## src/rtl/alu_share_arbiter.sv

```systemverilog
// Shares one combinational ALU between two valid/ready requesters, one op in flight at a time.
// Define ALU_ARB_FIXED_PRIO_EN to give requester 0 strict priority instead of round-robin.
module alu_share_arbiter #(
    parameter int WIDTH  = 32,
    parameter int CTRL_W = 3
) (
    input  logic              clk,
    input  logic              rst,
    input  logic              req0_valid,
    output logic              req0_ready,
    input  logic [WIDTH-1:0]  req0_a,
    input  logic [WIDTH-1:0]  req0_b,
    input  logic [CTRL_W-1:0] req0_ctrl,
    output logic              rsp0_valid,
    input  logic              rsp0_ready,
    output logic [WIDTH-1:0]  rsp0_result,
    input  logic              req1_valid,
    output logic              req1_ready,
    input  logic [WIDTH-1:0]  req1_a,
    input  logic [WIDTH-1:0]  req1_b,
    input  logic [CTRL_W-1:0] req1_ctrl,
    output logic              rsp1_valid,
    input  logic              rsp1_ready,
    output logic [WIDTH-1:0]  rsp1_result,
    output logic [WIDTH-1:0]  alu_a,
    output logic [WIDTH-1:0]  alu_b,
    output logic [CTRL_W-1:0] alu_ctrl,
    input  logic [WIDTH-1:0]  alu_result,
    output logic              busy
);

    typedef enum logic [1:0] {IDLE, EXEC, RESP} state_t;

    state_t              state_q, state_d;
    logic                owner_q, owner_d;
    logic [WIDTH-1:0]    alu_a_q, alu_a_d;
    logic [WIDTH-1:0]    alu_b_q, alu_b_d;
    logic [CTRL_W-1:0]   alu_ctrl_q, alu_ctrl_d;
    logic [WIDTH-1:0]    rsp0_result_q, rsp0_result_d;
    logic [WIDTH-1:0]    rsp1_result_q, rsp1_result_d;
    logic                rsp0_valid_q, rsp0_valid_d;
    logic                rsp1_valid_q, rsp1_valid_d;
    logic                grant0, grant1;
`ifndef ALU_ARB_FIXED_PRIO_EN
    logic                last_grant_q, last_grant_d;
`endif

    // Grant is the arbitration winner among current valids; it only matters while IDLE.
    always_comb begin
`ifdef ALU_ARB_FIXED_PRIO_EN
        grant0 = req0_valid;
        grant1 = req1_valid & ~req0_valid;
`else
        if (req0_valid && req1_valid) begin
            grant0 = last_grant_q;
            grant1 = ~last_grant_q;
        end else begin
            grant0 = req0_valid;
            grant1 = req1_valid;
        end
`endif
    end

    assign req0_ready = (state_q == IDLE) & grant0 & ~rst;
    assign req1_ready = (state_q == IDLE) & grant1 & ~rst;

    always_comb begin
        state_d       = state_q;
        owner_d       = owner_q;
        alu_a_d       = alu_a_q;
        alu_b_d       = alu_b_q;
        alu_ctrl_d    = alu_ctrl_q;
        rsp0_result_d = rsp0_result_q;
        rsp1_result_d = rsp1_result_q;
        rsp0_valid_d  = rsp0_valid_q;
        rsp1_valid_d  = rsp1_valid_q;
`ifndef ALU_ARB_FIXED_PRIO_EN
        last_grant_d  = last_grant_q;
`endif
        case (state_q)
            IDLE: begin
                if (grant0) begin
                    alu_a_d    = req0_a;
                    alu_b_d    = req0_b;
                    alu_ctrl_d = req0_ctrl;
                    owner_d    = 1'b0;
`ifndef ALU_ARB_FIXED_PRIO_EN
                    last_grant_d = 1'b0;
`endif
                    state_d    = EXEC;
                end else if (grant1) begin
                    alu_a_d    = req1_a;
                    alu_b_d    = req1_b;
                    alu_ctrl_d = req1_ctrl;
                    owner_d    = 1'b1;
`ifndef ALU_ARB_FIXED_PRIO_EN
                    last_grant_d = 1'b1;
`endif
                    state_d    = EXEC;
                end
            end
            EXEC: begin
                if (owner_q) begin
                    rsp1_result_d = alu_result;
                    rsp1_valid_d  = 1'b1;
                end else begin
                    rsp0_result_d = alu_result;
                    rsp0_valid_d  = 1'b1;
                end
                state_d = RESP;
            end
            RESP: begin
                if (!owner_q && rsp0_ready) begin
                    rsp0_valid_d = 1'b0;
                    state_d      = IDLE;
                end else if (owner_q && rsp1_ready) begin
                    rsp1_valid_d = 1'b0;
                    state_d      = IDLE;
                end
            end
            default: state_d = IDLE;
        endcase
    end

    always_ff @(posedge clk) begin
        if (rst) begin
            state_q       <= IDLE;
            owner_q       <= 1'b0;
            alu_a_q       <= '0;
            alu_b_q       <= '0;
            alu_ctrl_q    <= '0;
            rsp0_result_q <= '0;
            rsp1_result_q <= '0;
            rsp0_valid_q  <= 1'b0;
            rsp1_valid_q  <= 1'b0;
`ifndef ALU_ARB_FIXED_PRIO_EN
            last_grant_q  <= 1'b1;
`endif
        end else begin
            state_q       <= state_d;
            owner_q       <= owner_d;
            alu_a_q       <= alu_a_d;
            alu_b_q       <= alu_b_d;
            alu_ctrl_q    <= alu_ctrl_d;
            rsp0_result_q <= rsp0_result_d;
            rsp1_result_q <= rsp1_result_d;
            rsp0_valid_q  <= rsp0_valid_d;
            rsp1_valid_q  <= rsp1_valid_d;
`ifndef ALU_ARB_FIXED_PRIO_EN
            last_grant_q  <= last_grant_d;
`endif
        end
    end

    assign alu_a       = alu_a_q;
    assign alu_b       = alu_b_q;
    assign alu_ctrl    = alu_ctrl_q;
    assign rsp0_result = rsp0_result_q;
    assign rsp1_result = rsp1_result_q;
    assign rsp0_valid  = rsp0_valid_q;
    assign rsp1_valid  = rsp1_valid_q;
    assign busy        = (state_q != IDLE);

endmodule

```

## config.mk

```make
export PLATFORM = sky130hd
export DESIGN_NAME = alu_share_arbiter
export DESIGN_NICKNAME = d
export VERILOG_FILES = /design/src/rtl/alu_share_arbiter.sv
export SDC_FILE = /design/constraint.sdc
export NUM_CORES = 1
export LEC_CHECK = 0
export ABC_AREA = 1
export BUFFER_PORTS_ARGS = -buffer_cell sky130_fd_sc_hd__buf_4
export CORE_ASPECT_RATIO = 0.5
export CORE_MARGIN = 10
export CORE_UTILIZATION = 46
export CTS_CLUSTER_DIAMETER = 120
export DETAILED_ROUTE_END_ITERATION = 8
export PLACE_DENSITY = 0.8
export SLEW_MARGIN = 20
export SYNTH_ARGS = -nofsm -noshare
export SYNTH_HDL_FRONTEND = slang
export SYNTH_SLANG_ARGS = --single-unit
```

## constraint.sdc

```tcl
create_clock -name clk -period 2 [get_ports clk]
set_input_delay 0.5 -clock clk [delete_from_list [all_inputs] [get_ports clk]]
set_output_delay 0.5 -clock clk [all_outputs]
set_load 0.005 [all_outputs]
```

Yosys cells after proc, flatten, opt, wreduce, memory -nomap -nowiden
Cells that the tools add are included.
{"block": "op_classes", "n_eq_ne": 9, "n_mux": 22, "n_bitwise": 7, "reduce_logical": 14}
{"cell": "32-bit two-way mux", "count": 4}
{"cell": "2-bit inequality test (second input constant)", "count": 5}
{"cell": "1-bit two-way mux", "count": 9}
{"cell": "2-bit two-way mux", "count": 4}
{"cell": "2-bit AND reduction", "count": 4}
{"cell": "3-bit two-way mux", "count": 2}
{"cell": "3-bit inequality test (second input constant)", "count": 2}
{"cell": "2-bit case mux with 3 select lines", "count": 1}
{"cell": "2-bit nonzero test", "count": 3}
{"cell": "1-bit bitwise AND", "count": 4}
{"cell": "1-bit case mux with 2 select lines", "count": 2}
{"cell": "4-bit AND reduction", "count": 1}
{"cell": "1-bit logical AND", "count": 3}
{"cell": "1-bit inverter", "count": 3}
{"cell": "3-bit AND reduction", "count": 1}
{"cell": "2-bit by 1-bit == test with 1-bit output (second input constant)", "count": 1}
{"cell": "2-bit == test (second input constant)", "count": 1}
{"cell": "2-bit zero test", "count": 1}
{"cell": "1-bit zero test", "count": 1}
{"block": "word_totals", "ff_bits": 137, "input_bits": 172, "out_inout_bits": 136, "wordCells": 62}

Longest topological paths before layout
Gate-level depths: netlist of the first run.
{"block": "logic_depth", "ltp_word": 5, "depth_mapped": 9, "ltp_nobuf": 7}

Worst setup path after synthesis of the first run
No wires, ideal clock.
{"block": "synth_path", "path_type": "input-to-output", "from": "in req1_valid", "to": "out req0_ready", "arrival_time_ns": 1.238, "required_ns": 1.500, "slack_ns": 0.262, "stages": 5, "path_buffers": 2, "path_cell_list": "nand2_1 > buf_2 > nand2_1 > buf_4 > nor3_1"}
{"block": "synth_via", "elab_chain_len": 4}
{"item": "start, declared", "line": "17", "source": "input logic req1_valid,"}
{"item": "1-bit logical AND", "line": "54", "source": "if (req0_valid && req1_valid) begin"}
{"item": "1-bit two-way mux", "line": "54"}
{"item": "1-bit bitwise AND (2 in a row)", "line": "64", "source": "assign req0_ready = (state_q == IDLE) & grant0 & ~rst;"}
{"item": "end, declared", "line": "10", "source": "output logic req0_ready,"}
Every way passes these cells.

Final worst setup path of the first run
{"block": "layout_path", "from": "reg last_grant_q", "to": "out req1_ready"}
{"block": "layout_via", "elab_chain_len": 4}
{"item": "start, declared", "line": "45", "source": "logic last_grant_q, last_grant_d;"}
{"item": "start signal, assigned", "line": "150", "source": "last_grant_q <= last_grant_d;"}
{"item": "1-bit inverter", "line": "56", "source": "grant1 = ~last_grant_q;"}
{"item": "1-bit two-way mux", "line": "54"}
{"item": "1-bit bitwise AND (2 in a row)", "line": "65", "source": "assign req1_ready = (state_q == IDLE) & grant1 & ~rst;"}
{"item": "end, declared", "line": "18", "source": "output logic req1_ready,"}
Every way passes these cells.

==> impl.org, run 1 <==
** Outcome
- Status :: finished, final reports clean

** Clock network
- TritonCTS built the clock tree.
- Clock slew at reported path FFs :: 0.06 ns
- Bufs on Longest Clock Path :: 2
- The number of clock buffers added by TritonCTS is 17.
- The cell sitting at the root of the clock tree is a clkbuf_16.
- H-tree levels :: 4
- CTS saw 137 sinks.
- Clock insertion delay at the later pin of the skew report :: 0.40 ns

** Job
- Max-cap viol count :: 0

** Synthesis
- During synthesis, Yosys emitted a total of 0 warnings.
- Library cell with the largest summed area after synthesis :: dfxtp_1
- Among all flip-flop cells after synthesis, the most frequent one is dfxtp_1.
- Sequential elements use 44.41% of the synthesized area.
- Yosys top cell area share :: 44.41%
- Flip-flop and latch count after synthesis :: 137
- Netlist area before placement :: 6176 um^2
- Summing the areas of all fa, ha and maj instances in the mapped netlist gives 0% of the synthesized area.
- The portion of synthesized area spent on multiplexers is 0%.
- Yosys attributes the largest share of cell area to dfxtp_1 44%, nand2_1 7.4%, nor2_1 6.7%, nand3_1 6.7%, a21oi_1 6.5%.
- The synthesized design contains 0 enable-type register cells.
- Summing the areas of all compound-gate instances in the mapped netlist gives 20.34% of the synthesized area.
- Post-synth net total :: 1027
- Of the total synthesized cell area, the portion taken by XOR and XNOR cells is 0%.
- Dividing the synthesized area by the synthesized cell count gives 7.223 um^2.
- Basic-gate share of the synthesized area counting and, or, nand and nor cells :: 24.68%
- Count of different cell masters after synthesis :: 25
- Combinational family with the most area after synthesis :: simple AND/OR/NAND/NOR gates
- Of all flip-flops after synthesis, the portion carrying an async set or reset was 0%.
- After technology mapping, the gate count stands at 855.

** Floorplan
- Initial core utilization :: 47.95%
- Die Footprint :: 18740 um^2
- In this run the count of I/O pins placed on the die edge is 308.
- The die is 183.9 um wide.
- Die height :: 101.9 um
- Row generation in the floorplan step produced 29 rows.
- Placeable core region :: 12880 um^2

** Timing
- The worst path uses 89.09% of the clock period.
- Setup WS post-layout :: 0.2183 ns
- For this run, the top clock speed supported by timing is 561.3 MHz.
- Setup repair after global routing left no endpoint under its margin.
- The number of hold violations in the final report was 0.
- Fin crit period :: 1.782 ns
- Clock skew on the completed layout was measured at 0.01217 ns.
- Setup TNS Final :: 0 ns
- Setup violations remaining at the end of the flow were counted as 0.
- Transition time of the tightest slew-check pin :: 0.5720 ns
- Max-Slew Margin vs Limit :: 61.77%
- Pins Over Slew Limit :: 0

** Hold path
- The worst hold path begins at req1_b[3].
- The path class of the tightest hold or removal check is input port to register.

** Route
- DR iter-0 viols :: 314
- The routed layout has 6707 vias.
- Number of vias per cell :: 5.139
- Dividing the detail-routed wire length by the instance count gives 16.30 um.
- DRT Wirelength :: 21.27 mm
- Number of remaining DRC errors :: 0
- The first detailed-routing pass ran for 4 iterations.
- The count of nets left with antenna violations once routing finished came out at 0.

** Setup path
- The critical path is of the register to output pin type.
- STA classifies the critical path endpoint as an output pin.
- Data on the critical path arrives at its endpoint at 1.28 ns.
- The worst register-to-register path begins at state_q[1].
- The worst setup path is launched from a register.
- Startpoint of the worst setup timing path :: last_grant_q
- For the worst setup path, the data required time is 1.50 ns.
- Of all nets on the critical path, the largest fanout is 3.

** Place
- The congestion estimate from routability-driven global placement came to 0.8238.
- At the placement stage, the worst setup path has a slack of 0.3396 ns.
- Port buffering added 307 buffers.
- Total instance count after detailed placement :: 1272
- Detailed placement ended at an HPWL of 15.43 mm.

** Pwr
- Power Dens Cells :: 904.4 nW/um^2
- VDD sags by at most 0.6004 mV.
- Pleak :: 0.004301 uW

** GRT
- Leftover overflow at the end of global routing :: 0
- Entering global routing, the biggest net connects 122 pins.
- The via count of the first global-routing pass came to 6412.
- The initial antenna violation count came to 0.
- GRT Resource Usage Total :: 20.92%
- The first global-routing pass estimated 32.18 mm of wire.

** Finish
- Final #Nets :: 1294
- The multi-input combinational cells in the finished layout cover a total of 2793 um^2.
- The post-route netlist has 32.16% of its cells at a drive strength greater than 1.
- Most common cell after layout, fill and taps aside :: buf_4
- Number of diodes added for antenna fixing :: 0
- After filler insertion, the fill cell instance count of the layout stands at 1038.
- Most used cells in the layout excluding fill and tap cells :: 320 x buf_4, 137 x dfxtp_1, 121 x nand2_1
- Relative to the synthesized area, the layout overhead comes to 47.59%.
- Storage element area :: 2743 um^2
- The count of cells in the finished layout, fillers not included, comes to 1305.
-- kinds of logic (layout without fill, tap and decap cells) --
group,count (synthesis),after routing
AO/OA/AOI/OAI,223,223
AND/OR/NAND/NOR,352,352
flip-flops,137,137
buffers and inverters,143,423
-- worst max-delay path: stages, from the launching register on --
cell,delay [ns]
dfxtp_1,0.30
inv_1,0.10
nand2_4,0.06
nand2_1,0.13
nand2_2,0.09
nor2_1,0.09
buf_4,0.12
-- registers in the layout, summed over array words and instances, names as in the netlist --
register	flops
rsp0_valid	1
state_q	2
alu_ctrl	3
alu_a	32
last_grant_q	1
alu_b	32
rsp1_result	32
owner_q	1
rsp1_valid	1
rsp0_result	32
-- Yosys cell counts, types with 2 or more instances --
cell,number
nand4_1,32
inv_2,2
clkbuf_2,2
o21ai_0,73
buf_2,27
nor2_1,111
a21oi_1,80
inv_1,63
clkbuf_1,36
o21ai_1,14
dfxtp_1,137
a21boi_0,53
buf_6,10
nand2_1,122
nand3_1,83
-- metrics by stage --
stage	hold slack (ns)	utilization [%]	instance area (um^2)	power [uW]
2_1_floorplan	0.4396	-	6176	4105
3_3_place_gp	0.4302	65.80	8476	4932
3_5_place_dp	0.4360	65.80	8476	4979
4_1_cts	0.3694	70.68	9105	8308
5_1_grt	0.3820	70.76	9115	8650
6_report	0.3801	70.76	9115	8244
-- repair_timing --
item                                    in CTS  in global routing
endpoints found under the setup margin       1                  1
hold buffers                                 0                  0
buffers inserted                             0                  1
gates resized for setup                      1                  1
-- power breakdown --
| part | leakage [uW] | internal, uW | switching [uW] |
|---|---|---|---|
| logic | 0.00287 | 869 | 904 |
| clock network | 0.000305 | 2020 | 1310 |
| registers | 0.00113 | 3000 | 143 |
-- path summary, 6_finish.rpt --
path | to | slack [ns] | cells after the start
setup / recovery | req1_ready | 0.22 | 6
hold / removal | alu_b[3] | 0.38 | 5
setup reg to reg | rsp0_result[24] | 0.46 | 6
hold reg to reg | rsp1_result[4] | 0.44 | 2
-- routing by layer --
metal	part of all wire, %	track usage [%]	wire (um)
met1	38	22.07	8051
met2	52	38.91	11080
met3	7.1	6.303	1519
met4	2.9	8.318	619
met5	0	0	0
-- cell type report --
class | count | area share (%)
Tap cell | 170 | 2.334
Clock inverter | 15 | 2.210
Multi-Input combinational cell | 575 | 30.64
Timing Repair Buffer | 324 | 27.23
Sequential cell | 137 | 30.09
Clock buffer | 17 | 4.667
Inverter | 67 | 2.828
Power figures use the tool's default switching activity.
==> run 2, diff against run 1 <==
Settings changed: CORE_MARGIN 10 to 8.
==> run 2 against run 1 <==
  * Hold slack better by 0.0018 ns
  * First-iteration DRC count up 41%
  * Power decreased by 2.3%
  * Worst setup slack worse by 0.038 ns
  * Global-route usage grew 1.5 points
  * Non-clock buffer count is 1 higher
  * Count of clock-buffer cells in the layout up 1
  * Wire length decreased by 2.4%
  * Core utilization shrank 2.4 points
  * Clock skew up 0.0052 ns
  * Flip-flop and latch count stayed put
  * Critical path depth did not move
==> impl.org, run 2 (synthesis gave the netlist of run 1 again) <==
** Floorplan
- The die is 179.9 um wide.
- The floorplan step set the die height to 97.94 um.
- Boundary pin count :: 308
- Die Footprint :: 17620 um^2
- Initial core utilization :: 46.35%
- In this run the standard cell core region covers 13330 um^2.
- The floorplan has 30 rows.

** Pwr
- Power Dens Cells :: 884.7 nW/um^2
- Pleak :: 0.004289 uW
- The worst-case IR drop observed on VDD is 0.6622 mV.

** Timing
- Max-Slew Margin vs Limit :: 69.32%
- Post-route fraction of the period consumed by the critical path :: 90.97%
- Pins Over Slew Limit :: 0
- Setup violations remaining at the end of the flow were counted as 0.
- Once routing completed, OpenROAD measured the worst setup slack at 0.1807 ns.
- Setup TNS Final :: 0 ns
- Setup skew after layout :: 0.01733 ns
- Unrepaired setup endpoints after global routing :: false
- After layout, the minimum clock period comes to 1.819 ns.
- The number of hold violations in the final report was 0.
- For the pin with the worst max-slew slack, the measured transition is 0.4602 ns.
- Derived from the worst setup path, the maximum achievable clock frequency is 549.7 MHz.

** Clock network
- Clock tree from TritonCTS :: built
- The number of clock buffers added by TritonCTS is 17.
- Hold repair after CTS inserted 0 buffers.
- The H-tree was split into 4 levels.
- Bufs on Longest Clock Path :: 2
- CTS saw 137 sinks.
- CTS Root Cell :: clkbuf_16
- Clock insertion delay at the later pin of the skew report :: 0.41 ns
- Clock slew at reported path FFs :: 0.07 ns

** GRT
- Number of global-route vias before repair :: 6547
- The initial antenna violation count came to 0.
- GRT Resource Usage Total :: 22.42%
- Global-route wire length before repair :: 33.15 mm
- Summed over all layers, the global routing overflow is 0.
- Largest net degree at the start of global routing :: 121

** Job
- The tool flagged a number of max-cap violations equal to 0.

** Setup path
- The worst setup path is of the register to output pin kind.
- STA classifies the critical path startpoint as a register.
- Crit Reg-Reg Startpoint :: state_q[1]
- The critical path starts at state_q[0].
- Crit end category :: output pin
- Data on the critical path arrives at its endpoint at 1.32 ns.
- Data required, critical path :: 1.50 ns
- In this run the worst path has a maximum fanout of 4.

** Finish
- After routing the design area is 9104 um^2.
- Final #Nets :: 1295
- In the layout the commonest cells are 320 x buf_4, 137 x dfxtp_1, 121 x nand2_1.
- The library cell used most frequently in the layout, excluding fill and tap cells, is buf_4.
- Final Instance Count excl. Fillers :: 1312
- Final-layout fill cell count :: 1109
- The repair_antennas step left the layout with diodes totalling 0.
- Storage element area :: 2743 um^2
- The multi-input combinational cells in the finished layout cover a total of 2793 um^2.
- Of the cells placed in the final design, the portion with a size suffix greater than 1 is 32.22%.
- Syn-to-layout area delta :: 47.41%

** Route
- Via count of the routed design :: 6704
- Dividing the detail-routed via count by the number of cells gives 5.110.
- DRT Wirelength :: 20.76 mm
- WL per Instance :: 15.82 um
- 1st-pass router iterations :: 7
- DR iter-0 viols :: 443
- Number of remaining DRC errors :: 0
- Antenna-violating nets left :: 0

** Hold path
- Hold Crit Class :: input port to register
- Worst Hold Launch :: alu_result[21]

** Place
- Port bufs :: 307
- Final weighted congestion in routability-driven placement :: 0.7931
- Total instance count after detailed placement :: 1279
- Pre-CTS worst setup slack :: 0.2951 ns
- After legalization and detailed placement, the total HPWL measured 14.83 mm.
- Cell area reported after detailed placement :: 8503 um^2

** Outcome
- The run finished with clean final reports.
[run 2: changes by cell type in the layout (fill, tap and decap cells not counted)]
cell / delta
clkbuf_8: +1
clkinvlp_4: +1
bufinv_16: -2
buf_12: +1
[run 2: routing by layer]
metal | global-route usage, % | up-vias | routed length [um]
li1 | - | 3365 | -
met1 | 24.73 | 3033 | 8193
met2 | 39.48 | 247 | 10460
met3 | 6.558 | 59 | 1267
met4 | 10.76 | 0 | 836
met5 | 0 | - | 0
[run 2: stage by stage]
| step | util (%) | power, uW | hold slack (ns) |
|---|---|---|---|
| floorplan | - | 4105 | 0.4396 |
| global placement | 63.81 | 4933 | 0.4318 |
| detailed placement | 63.81 | 4983 | 0.4380 |
| CTS | 68.24 | 8110 | 0.3674 |
| global route | 68.32 | 8478 | 0.3737 |
| finish | 68.32 | 8054 | 0.3819 |
[run 2: what timing repair did]
item                       CTS  global route
buffers inserted             0             1
setup endpoints to repair    1             1
gates cloned                 0             0
gates resized for setup      1             1
[run 2: path summary, 6_finish.rpt]
check / slack, ns / end / cells after the start
setup / recovery: 0.18 / req1_ready / 6
hold / removal: 0.38 / rsp0_result[21] / 3
setup reg to reg: 0.55 / rsp0_result[30] / 6
hold reg to reg: 0.45 / rsp1_result[6] / 2
[run 2: critical path, cell delays in order, from the launching register on]
cell	delay, ns
dfxtp_1	0.33
clkinv_2	0.08
nand2_4	0.07
nor2_4	0.13
nand2_2	0.09
nor2_1	0.10
buf_4	0.13
[run 2: final cells by class]
cell class | count | area share (%)
Tap cell | 176 | 2.419
Clock inverter | 14 | 1.636
Inverter | 67 | 2.831
Multi-Input combinational cell | 575 | 30.68
Timing Repair Buffer | 325 | 27.49
Clock buffer | 18 | 4.824
Sequential cell | 137 | 30.13
[run 2: report_power, final]
group	internal [uW]	leakage [uW]	total, uW	switching (uW)
sequential	3000	0.00113	3150	147
combinational	878	0.00288	1780	900
clock	1800	0.000284	3120	1330
